<file path="src/rtl/icache_controller_pkg.sv">
// Shared widths, FSM states and address-field helpers for the I-cache controller.
// ICACHE_FLUSH_EN adds the FLUSH state.
package icache_controller_pkg;

  localparam int AddrW      = 32;
  localparam int DataW      = 32;
  localparam int IndexW     = 10;
  localparam int CacheDepth = 1 << IndexW;
  localparam int TagW       = AddrW - IndexW - 2;

  typedef enum logic [2:0] {
    ST_LOOKUP,
    ST_MEM_REQ,
    ST_FILL,
    ST_RESUME
`ifdef ICACHE_FLUSH_EN
    ,
    ST_FLUSH
`endif
  } state_e;

  function automatic logic [IndexW-1:0] addr_index(
    input logic [AddrW-1:0] a
  );
    return a[IndexW+1:2];
  endfunction

  function automatic logic [TagW-1:0] addr_tag(
    input logic [AddrW-1:0] a
  );
    return a[AddrW-1 -: TagW];
  endfunction

endpackage

</file>
<file path="src/rtl/icache_controller_hit_cmp.sv">
// Valid-and-tag compare for the direct-mapped I-cache.
// Purely combinational.
module icache_hit_cmp
  import icache_controller_pkg::*;
#(
  parameter int TagWidth = TagW
) (
  input  logic                i_valid,
  input  logic [TagWidth-1:0] i_tag_rdata,
  input  logic [TagWidth-1:0] i_tag,
  output logic                o_hit
);

  assign o_hit = i_valid & (i_tag_rdata == i_tag);

endmodule

</file>
<file path="src/rtl/icache_controller.sv">
// Direct-mapped I-cache controller: zero-wait hits, single-word refill.
// ICACHE_FLUSH_EN adds the flush port and the invalidate sweep.
module icache_controller
  import icache_controller_pkg::*;
#(
  parameter  int AddrWidth = AddrW,
  parameter  int DataWidth = DataW,
  localparam int TagWidth  = AddrWidth - IndexW - 2
) (
  input  logic                 clk,
  input  logic                 rst_n,
  input  logic                 cpu_req,
  input  logic [AddrWidth-1:0] cpu_addr,
  output logic [DataWidth-1:0] cpu_instr,
  output logic                 cpu_stall,
  output logic [IndexW-1:0]    ram_index,
  output logic                 ram_write,
  output logic [TagWidth-1:0]  tag_wdata,
  input  logic [TagWidth-1:0]  tag_rdata,
  output logic                 valid_wdata,
  input  logic                 valid_rdata,
  output logic [DataWidth-1:0] data_wdata,
  input  logic [DataWidth-1:0] data_rdata,
  output logic                 mem_req,
  output logic [AddrWidth-1:0] mem_addr,
  input  logic                 mem_ack,
  input  logic [DataWidth-1:0] mem_rdata
`ifdef ICACHE_FLUSH_EN
  ,
  input  logic                 flush
`endif
);

  state_e r_state;
  state_e w_next;

  logic [TagWidth-1:0]  r_tag;
  logic [IndexW-1:0]    r_index;
  logic [DataWidth-1:0] r_fill;

  logic [TagWidth-1:0]  w_tag;
  logic [IndexW-1:0]    w_index;
  logic                 w_hit;
  logic                 w_flush_go;
  logic                 w_unused_lsb;

  assign w_tag        = cpu_addr[AddrWidth-1 -: TagWidth];
  assign w_index      = cpu_addr[IndexW+1:2];
  assign w_unused_lsb = ^cpu_addr[1:0];

  icache_hit_cmp #(
    .TagWidth(TagWidth)
  ) u_hit_cmp (
    .i_valid    (valid_rdata),
    .i_tag_rdata(tag_rdata),
    .i_tag      (w_tag),
    .o_hit      (w_hit)
  );

  always_ff @(posedge clk or negedge rst_n) begin
    if (!rst_n) begin
      r_state <= ST_LOOKUP;
      r_tag   <= '0;
      r_index <= '0;
      r_fill  <= '0;
    end else begin
      r_state <= w_next;
      if (r_state == ST_LOOKUP && w_next == ST_MEM_REQ) begin
        r_tag   <= w_tag;
        r_index <= w_index;
      end
      if (r_state == ST_MEM_REQ && mem_ack) begin
        r_fill <= mem_rdata;
      end
    end
  end

`ifdef ICACHE_FLUSH_EN
  logic              r_flush_pend;
  logic [IndexW:0]   r_flush_cnt;
  logic [IndexW-1:0] w_flush_idx;

  // Odd sweep cycles drop the strobe and move to the next index.
  assign w_flush_idx = r_flush_cnt[IndexW:1]
                     + IndexW'(r_flush_cnt[0]);
  assign w_flush_go  = flush | r_flush_pend;

  always_ff @(posedge clk or negedge rst_n) begin
    if (!rst_n) begin
      r_flush_pend <= 1'b0;
      r_flush_cnt  <= '0;
    end else begin
      if (r_state == ST_FLUSH) begin
        r_flush_cnt <= r_flush_cnt + 1'b1;
      end else begin
        r_flush_cnt <= '0;
      end
      if (r_state == ST_LOOKUP) begin
        r_flush_pend <= 1'b0;
      end else if (flush && r_state != ST_FLUSH) begin
        r_flush_pend <= 1'b1;
      end
    end
  end
`else
  assign w_flush_go = 1'b0;
`endif

  always_comb begin
    w_next      = r_state;
    cpu_stall   = 1'b0;
    cpu_instr   = '0;
    mem_req     = 1'b0;
    mem_addr    = '0;
    ram_index   = '0;
    ram_write   = 1'b0;
    tag_wdata   = '0;
    valid_wdata = 1'b0;
    data_wdata  = '0;
    unique case (r_state)
      ST_LOOKUP: begin
        ram_index = w_index;
        if (w_flush_go) begin
          cpu_stall = cpu_req;
`ifdef ICACHE_FLUSH_EN
          w_next    = ST_FLUSH;
`endif
        end else if (cpu_req) begin
          if (w_hit) begin
            cpu_instr = data_rdata;
          end else begin
            cpu_stall = 1'b1;
            w_next    = ST_MEM_REQ;
          end
        end
      end
      ST_MEM_REQ: begin
        ram_index = r_index;
        mem_req   = 1'b1;
        mem_addr  = {r_tag, r_index, 2'b00};
        cpu_stall = 1'b1;
        if (mem_ack) begin
          w_next = ST_FILL;
        end
      end
      ST_FILL: begin
        ram_index   = r_index;
        ram_write   = 1'b1;
        tag_wdata   = r_tag;
        valid_wdata = 1'b1;
        data_wdata  = r_fill;
        cpu_stall   = 1'b1;
        w_next      = ST_RESUME;
      end
      ST_RESUME: begin
        ram_index = r_index;
        cpu_instr = r_fill;
        w_next    = ST_LOOKUP;
      end
`ifdef ICACHE_FLUSH_EN
      ST_FLUSH: begin
        ram_index = w_flush_idx;
        ram_write = ~r_flush_cnt[0];
        cpu_stall = 1'b1;
        if (&r_flush_cnt) begin
          w_next = ST_LOOKUP;
        end
      end
`endif
      default: begin
        w_next = ST_LOOKUP;
      end
    endcase
    // Outputs read as idle for as long as reset is held.
    if (!rst_n) begin
      cpu_stall   = 1'b0;
      cpu_instr   = '0;
      mem_req     = 1'b0;
      mem_addr    = '0;
      ram_index   = '0;
      ram_write   = 1'b0;
      tag_wdata   = '0;
      valid_wdata = 1'b0;
      data_wdata  = '0;
    end
  end

endmodule
</file>
<file path="config.mk">
export PLATFORM = sky130hd
export DESIGN_NAME = icache_controller
export DESIGN_NICKNAME = d
export VERILOG_FILES = /design/src/rtl/icache_controller_pkg.sv /design/src/rtl/icache_controller_hit_cmp.sv /design/src/rtl/icache_controller.sv
export SDC_FILE = /design/constraint.sdc
export NUM_CORES = 1
export LEC_CHECK = 0
export CAP_MARGIN = 20
export CORE_MARGIN = 1.5
export CORE_UTILIZATION = 39
export CTS_BUF_LIST = sky130_fd_sc_hd__clkbuf_8
export CTS_CLUSTER_SIZE = 8
export DETAILED_ROUTE_END_ITERATION = 10
export MAX_ROUTING_LAYER = met4
export PLACE_DENSITY = 0.93
export SETUP_SLACK_MARGIN = 0.15
export SLEW_MARGIN = 5
export SYNTH_ARGS = -nofsm -noshare
export SYNTH_HDL_FRONTEND = slang
export SYNTH_SLANG_ARGS = --single-unit
</file>
<file path="constraint.sdc">
create_clock -name clk -period 2.7 [get_ports clk]
set_input_delay 0.54 -clock clk [delete_from_list [all_inputs] [get_ports clk]]
set_output_delay 0.54 -clock clk [all_outputs]
set_load 0.01 [all_outputs]
</file>
=== After elaboration in Yosys (flattened, before gate mapping) ===
Index checks and enable logic that the tools add are counted.

* Logic and storage cells: 39
* Flip-flop bits (word level): 65
* Memories: 0
* Bits in latches: 0
* Input bits: 121
* RAM bits: 0
* ROM bits: 0
* Output and inout bits: 130

* Multipliers: 0
* Add/subtract/negate cells: 0
* Mux-type cells: 24
* Div/mod/pow operators: 0
* Magnitude comparators: 0
* Shift operators: 0
* Bitwise logic cells: 1
* Reduce and logical (&&, ||, !) cells: 5
* Equality and inequality tests: 5

{| class="wikitable"
|+ Operator list
! kind !! count
|-
| 32-bit 2-to-1 mux || 7
|-
| 32-bit one-hot mux with 2 select lines || 1
|-
| 20-bit 2-to-1 mux || 2
|-
| 20-bit equality test || 1
|-
| 10-bit one-hot mux with 2 select lines || 1
|-
| 10-bit 2-to-1 mux || 1
|-
| 3-bit 2-to-1 mux || 3
|-
| 3-bit one-hot mux with 3 select lines || 1
|-
| 1-bit 2-to-1 mux || 7
|-
| 3-bit by 1-bit equality test with 1-bit output (second input constant) || 2
|-
| 3-bit by 2-bit equality test with 1-bit output (second input constant) || 2
|-
| 3-bit zero test || 1
|-
| 3-bit OR reduction || 1
|-
| 1-bit logical AND || 2
|-
| 1-bit one-hot mux with 2 select lines || 1
|-
| 2-bit OR reduction || 1
|-
| 1-bit AND || 1
|}

=== Depth between registers and ports, before layout ===
Gate-level depths: netlist (run 1).

* Depth after elaboration: 7
* Depth in mapped cells: 7
* Mapped depth without buffers: 5

=== Hierarchy ===
From an unflattened synthesis (run 1), not the netlist that was laid out.

* Cells, all modules: 385
* Area, all modules: 3976.3 um^2

{| class="wikitable"
|+ By module, submodules not included
! module !! times used !! area each (um^2) !! cells each !! seq. area each (um^2)
|-
| icache_controller || 1 || 3752.3 || 358 || 1626.6
|-
| icache_hit_cmp || 1 || 224.0 || 27 || 0.0
|}

=== Worst setup path after synthesis (run 1) ===
OpenSTA, ideal clock, no wires.

* Path kind: input to output
* From: in cpu_addr[19]
* To: out cpu_instr[11]
* Slack: 412 ps
* Arrival time: 1748 ps
* Stages on the path: 6
* Data required time: 2160 ps
* Path buffers: 2
* Path through: xor2_1 -> nor4_2 -> and4_1 -> buf_2 -> buf_4 -> a22o_1

* Word-level cells in the longest chain between the ends: 6

{| class="wikitable"
|+ RTL lines
! what !! RTL line !! source
|-
| start, declared || icache_controller.sv:13 || <nowiki>input logic [AddrWidth-1:0] cpu_addr,</nowiki>
|-
| 20-bit equality test || icache_controller_hit_cmp.sv:14 || <nowiki>assign o_hit = i_valid & (i_tag_rdata == i_tag);</nowiki>
|-
| 1-bit AND || icache_controller_hit_cmp.sv:14 ||
|-
| 32-bit 2-to-1 mux || icache_controller.sv:129 || <nowiki>if (w_hit) begin</nowiki>
|-
| 32-bit 2-to-1 mux || icache_controller.sv:128 || <nowiki>end else if (cpu_req) begin</nowiki>
|-
| 32-bit one-hot mux with 2 select lines || icache_controller.sv:120 || <nowiki>unique case (r_state)</nowiki>
|-
| 32-bit 2-to-1 mux || icache_controller.sv:175 || <nowiki>if (!rst_n) begin</nowiki>
|-
| end, declared || icache_controller.sv:14 || <nowiki>output logic [DataWidth-1:0] cpu_instr,</nowiki>
|}

No other way between the ends.

=== Worst setup path in the final report (run 1) ===
* From: in tag_rdata[11]
* To: out cpu_instr[29]

* Word-level cells in the longest chain between the ends: 6

{| class="wikitable"
|+ RTL lines
! what !! RTL line !! source
|-
| start, declared || icache_controller.sv:19 || <nowiki>input logic [TagWidth-1:0] tag_rdata,</nowiki>
|-
| 20-bit equality test || icache_controller_hit_cmp.sv:14 ||
|-
| 1-bit AND || icache_controller_hit_cmp.sv:14 ||
|-
| 32-bit 2-to-1 mux || icache_controller.sv:129 ||
|-
| 32-bit 2-to-1 mux || icache_controller.sv:128 ||
|-
| 32-bit one-hot mux with 2 select lines || icache_controller.sv:120 ||
|-
| 32-bit 2-to-1 mux || icache_controller.sv:175 ||
|}

No other way between the ends.

==> impl_metrics.ini, run 1 <==
[place]
gp_congestion = 1.00
portBuffers = 246
hpwl_mm = 12.1
pre_cts_ws_ns = -0.720
place_area_sq_um = 7010

[worst_setup_path]
rrSetupSlack_ns = 0.73
cp_slowest_cell = clkdlybuf4s50_1
crit_fanout = 8
crit_path_end = cpu_instr[29]
endpoint_kind = output port
rr_startpoint = r_state[1]$_DFF_PN0_
path_cells = clkdlybuf4s50_1 > xnor2_1 > nand4_1 > nor2_2 > and4_4 > buf_12 > buf_8 > buf_16 > a22o_1 > buf_2
r2r_cells = 6
slowest_delay_ns = 0.47
path_class = input pin to output port
r2r-end = r_fill[19]$_DFFE_PN0P_
required_ns = 2.16
crit_start = tag_rdata[11]
critPathTopFamily = buffers and inverters
cp.arrival_ns = 2.29
cp_num_buf_inv = 5
cp.depth = 10
start_kind = input pin

[global_routing]
grt_usage = 0.309
grt_overflow = 0
antenna_found_initial = 0
grt_pass1_vias = 5014
grt_pass1_wl_mm = 26.8
grt_start_max_net_pins = 43

[detailed_routing]
wl_met3_mm = 1.49
vias_per_cell = 5.60
drtIter0Drc = 374
vias = 4991
dr.pass1.iters = 5
drt_wl_total_mm = 17.7
drc_errors = 0
dr.max_layer_used = met4
wl_met1_mm = 6.43
postRouteAntennaNets = 0
met2RoutedLength_mm = 9.35
wl_per_cell_um = 19.8

[floorplanning]
dieWidth_um = 107
io_pins = 251
rows = 37
die_area_sq_um = 11500
die_height_um = 107
coreArea_sq_um = 10500
initial_core_util = 0.406

[cells_and_area]
drive_gt1_frac = 0.201
postLayoutCoreUtil = 0.696
postLayoutCellArea_sq_um = 7290
nets = 872
area_delta_synth_final_pct = 71.5
antennaDiodeCount = 0

[timing]
slew_viol_final = 0
fin_crit_ns = 2.83
setup_slack_ns = -0.132
rsz0062_at_grt = true
fin_setup_tns_ns = -2.29
fin_crit_sh = 1.05
setup-violations-final = 31
hold_viol = 0
clock-skew-final_ns = 0.00885
timing.fmax_ghz = 0.353

[clock_tree]
cts_sinks = 65
cts-root-buf = clkbuf_8
cts_tree = built
ctsLongestPathBuffers = 2
insertion_delay_ns = 0.34
clk_pin_slew_ns = 0.08
ctsHtreeMaxLevel = 3
cts_buffers = 9

[synthesis]
synth_warnings = 0
synth_cells = 493
seq_area_frac_synth = 0.383
ys_async_sr_fraction = 1.00
synth.distinct_cells = 29
synth_most_common_cell = dfrtp_1
synth_edf_count = 0
ys_top_cells_by_area = dfrtp_1 (38%), mux2_2 (8.0%), and2_1 (7.7%)
synth_ff_type = dfrtp_1
yosysTopAreaCellShare = 0.383
postSynthAreaPerCell_sq_um = 8.62
syn_area_sq_um = 4250
synth_seq_cells = 65
synth_commonest_cells = dfrtp_1 (65), nor3_1 (60), nand2_1 (53)
yosys.area.top_type = dfrtp_1

[outcome]
status = finished with violations
violations = setup timing

[power_and_ir_drop]
p_leak_nw = 3.63
max-vdd-ir-drop_mv = 0.268
cellPowerDensity_nw_per_um2 = 484
p_total_mw = 3.53

[hold_path]
worstHoldPathType = input pin to asynchronous set/reset pin

[run]
max-cap-violations = 0
## registers in the layout, indices dropped and copies added, names as in the netlist
name and count:
r_fill 32, r_index 10, r_state 3, r_tag 20
## repair_timing
action / in CTS / in global routing
pin swaps: 26 / 18
setup buffers: 7 / 1
gates resized for setup: 272 / 54
gates cloned: 5 / 0
hold endpoints to repair: 0 / 0
endpoints found under the setup margin: 127 / 56
hold buffers: 0 / 0
## where the power goes
group	internal, mW	total (mW)	switching, mW
clock network	0.548	0.956	0.408
registers	1.29	1.57	0.280
logic	0.536	1.01	0.470
## through the flow
step	std cells	hold slack [ns]
CTS	891	0.192
global placement	863	0.489
floorplan	495	0.244
global route	892	0.206
detailed placement	863	0.507
finish	892	0.202
## kinds of logic after synthesis
| family | Yosys count | synth area share |
|---|---|---|
| multiplexers | 32 | 0.0848 |
| flip-flops | 65 | 0.383 |
| other | 1 | 0.000883 |
| XOR/XNOR | 20 | 0.0412 |
| AO/OA/AOI/OAI | 105 | 0.179 |
| AND/OR/NAND/NOR | 190 | 0.232 |
| buffers and inverters | 80 | 0.0789 |
## placed cells by master (no fill, tap or decap), drive strengths merged, types with 3 or more instances in the layout
| cell type | count |
|---|---|
| a21oi | 11 |
| a22o | 32 |
| a32oi | 30 |
| and2 | 53 |
| buf | 81 |
| clkbuf | 17 |
| clkdlybuf4s15 | 22 |
| clkdlybuf4s50 | 80 |
| clkinv | 4 |
| conb | 3 |
| dfrtp | 65 |
| dlygate4sd2 | 86 |
| dlymetal6s2s | 18 |
| inv | 31 |
| mux2 | 32 |
| nand2 | 53 |
| nand4 | 4 |
| nor2 | 9 |
| nor3 | 60 |
| nor3b | 3 |
| o21ai | 30 |
| xnor2 | 17 |
| xor2 | 3 |
## worst min path at each step
stage,start,to,slack [ns],cells past startpoint
after global placement,r_tag[1]$_DFFE_PN0P_,r_tag[1]$_DFFE_PN0P_,0.49,2
after floorplan,rst_n,r_fill[0]$_DFFE_PN0P_,0.24,0
after global routing,rst_n,r_fill[23]$_DFFE_PN0P_,0.21,2
after CTS,rst_n,r_fill[30]$_DFFE_PN0P_,0.19,2
after detailed placement,r_tag[19]$_DFFE_PN0P_,r_tag[19]$_DFFE_PN0P_,0.51,2
final,rst_n,r_fill[23]$_DFFE_PN0P_,0.20,2
## layout make-up
| type | instances | area (sq um) |
|---|---|---|
| clock inverter | 6 | 91.3 |
| inverter | 31 | 116 |
| tap | 136 | 170 |
| fill | 823 | 3180 |
| clock buffer | 10 | 138 |
| sequential | 65 | 1630 |
| timing repair buffer | 294 | 2760 |
| multi-input combinational | 350 | 2390 |
## per-layer routing
layer / vias to the layer above / GRT usage
li1: 2232 / -
met1: 2424 / 0.356
met2: 291 / 0.529
met3: 44 / 0.0533
met4: 0 / 0.139
met5: - / -
No activity file was read; power rests on OpenSTA's default activity.
==> run 2: changes to the inputs <==
--- a/config.mk
+++ b/config.mk
@@ -11,10 +11,11 @@
 export CTS_BUF_LIST = sky130_fd_sc_hd__clkbuf_8
 export CTS_CLUSTER_SIZE = 8
 export DETAILED_ROUTE_END_ITERATION = 10
+export HOLD_SLACK_MARGIN = 0.15
 export MAX_ROUTING_LAYER = met4
 export PLACE_DENSITY = 0.93
 export SETUP_SLACK_MARGIN = 0.15
-export SLEW_MARGIN = 5
+export SLEW_MARGIN = 10
 export SYNTH_ARGS = -nofsm -noshare
 export SYNTH_HDL_FRONTEND = slang
 export SYNTH_SLANG_ARGS = --single-unit
==> results of run 2 <==
No change in the layout: final DEF, timing and power equal those of run 1.
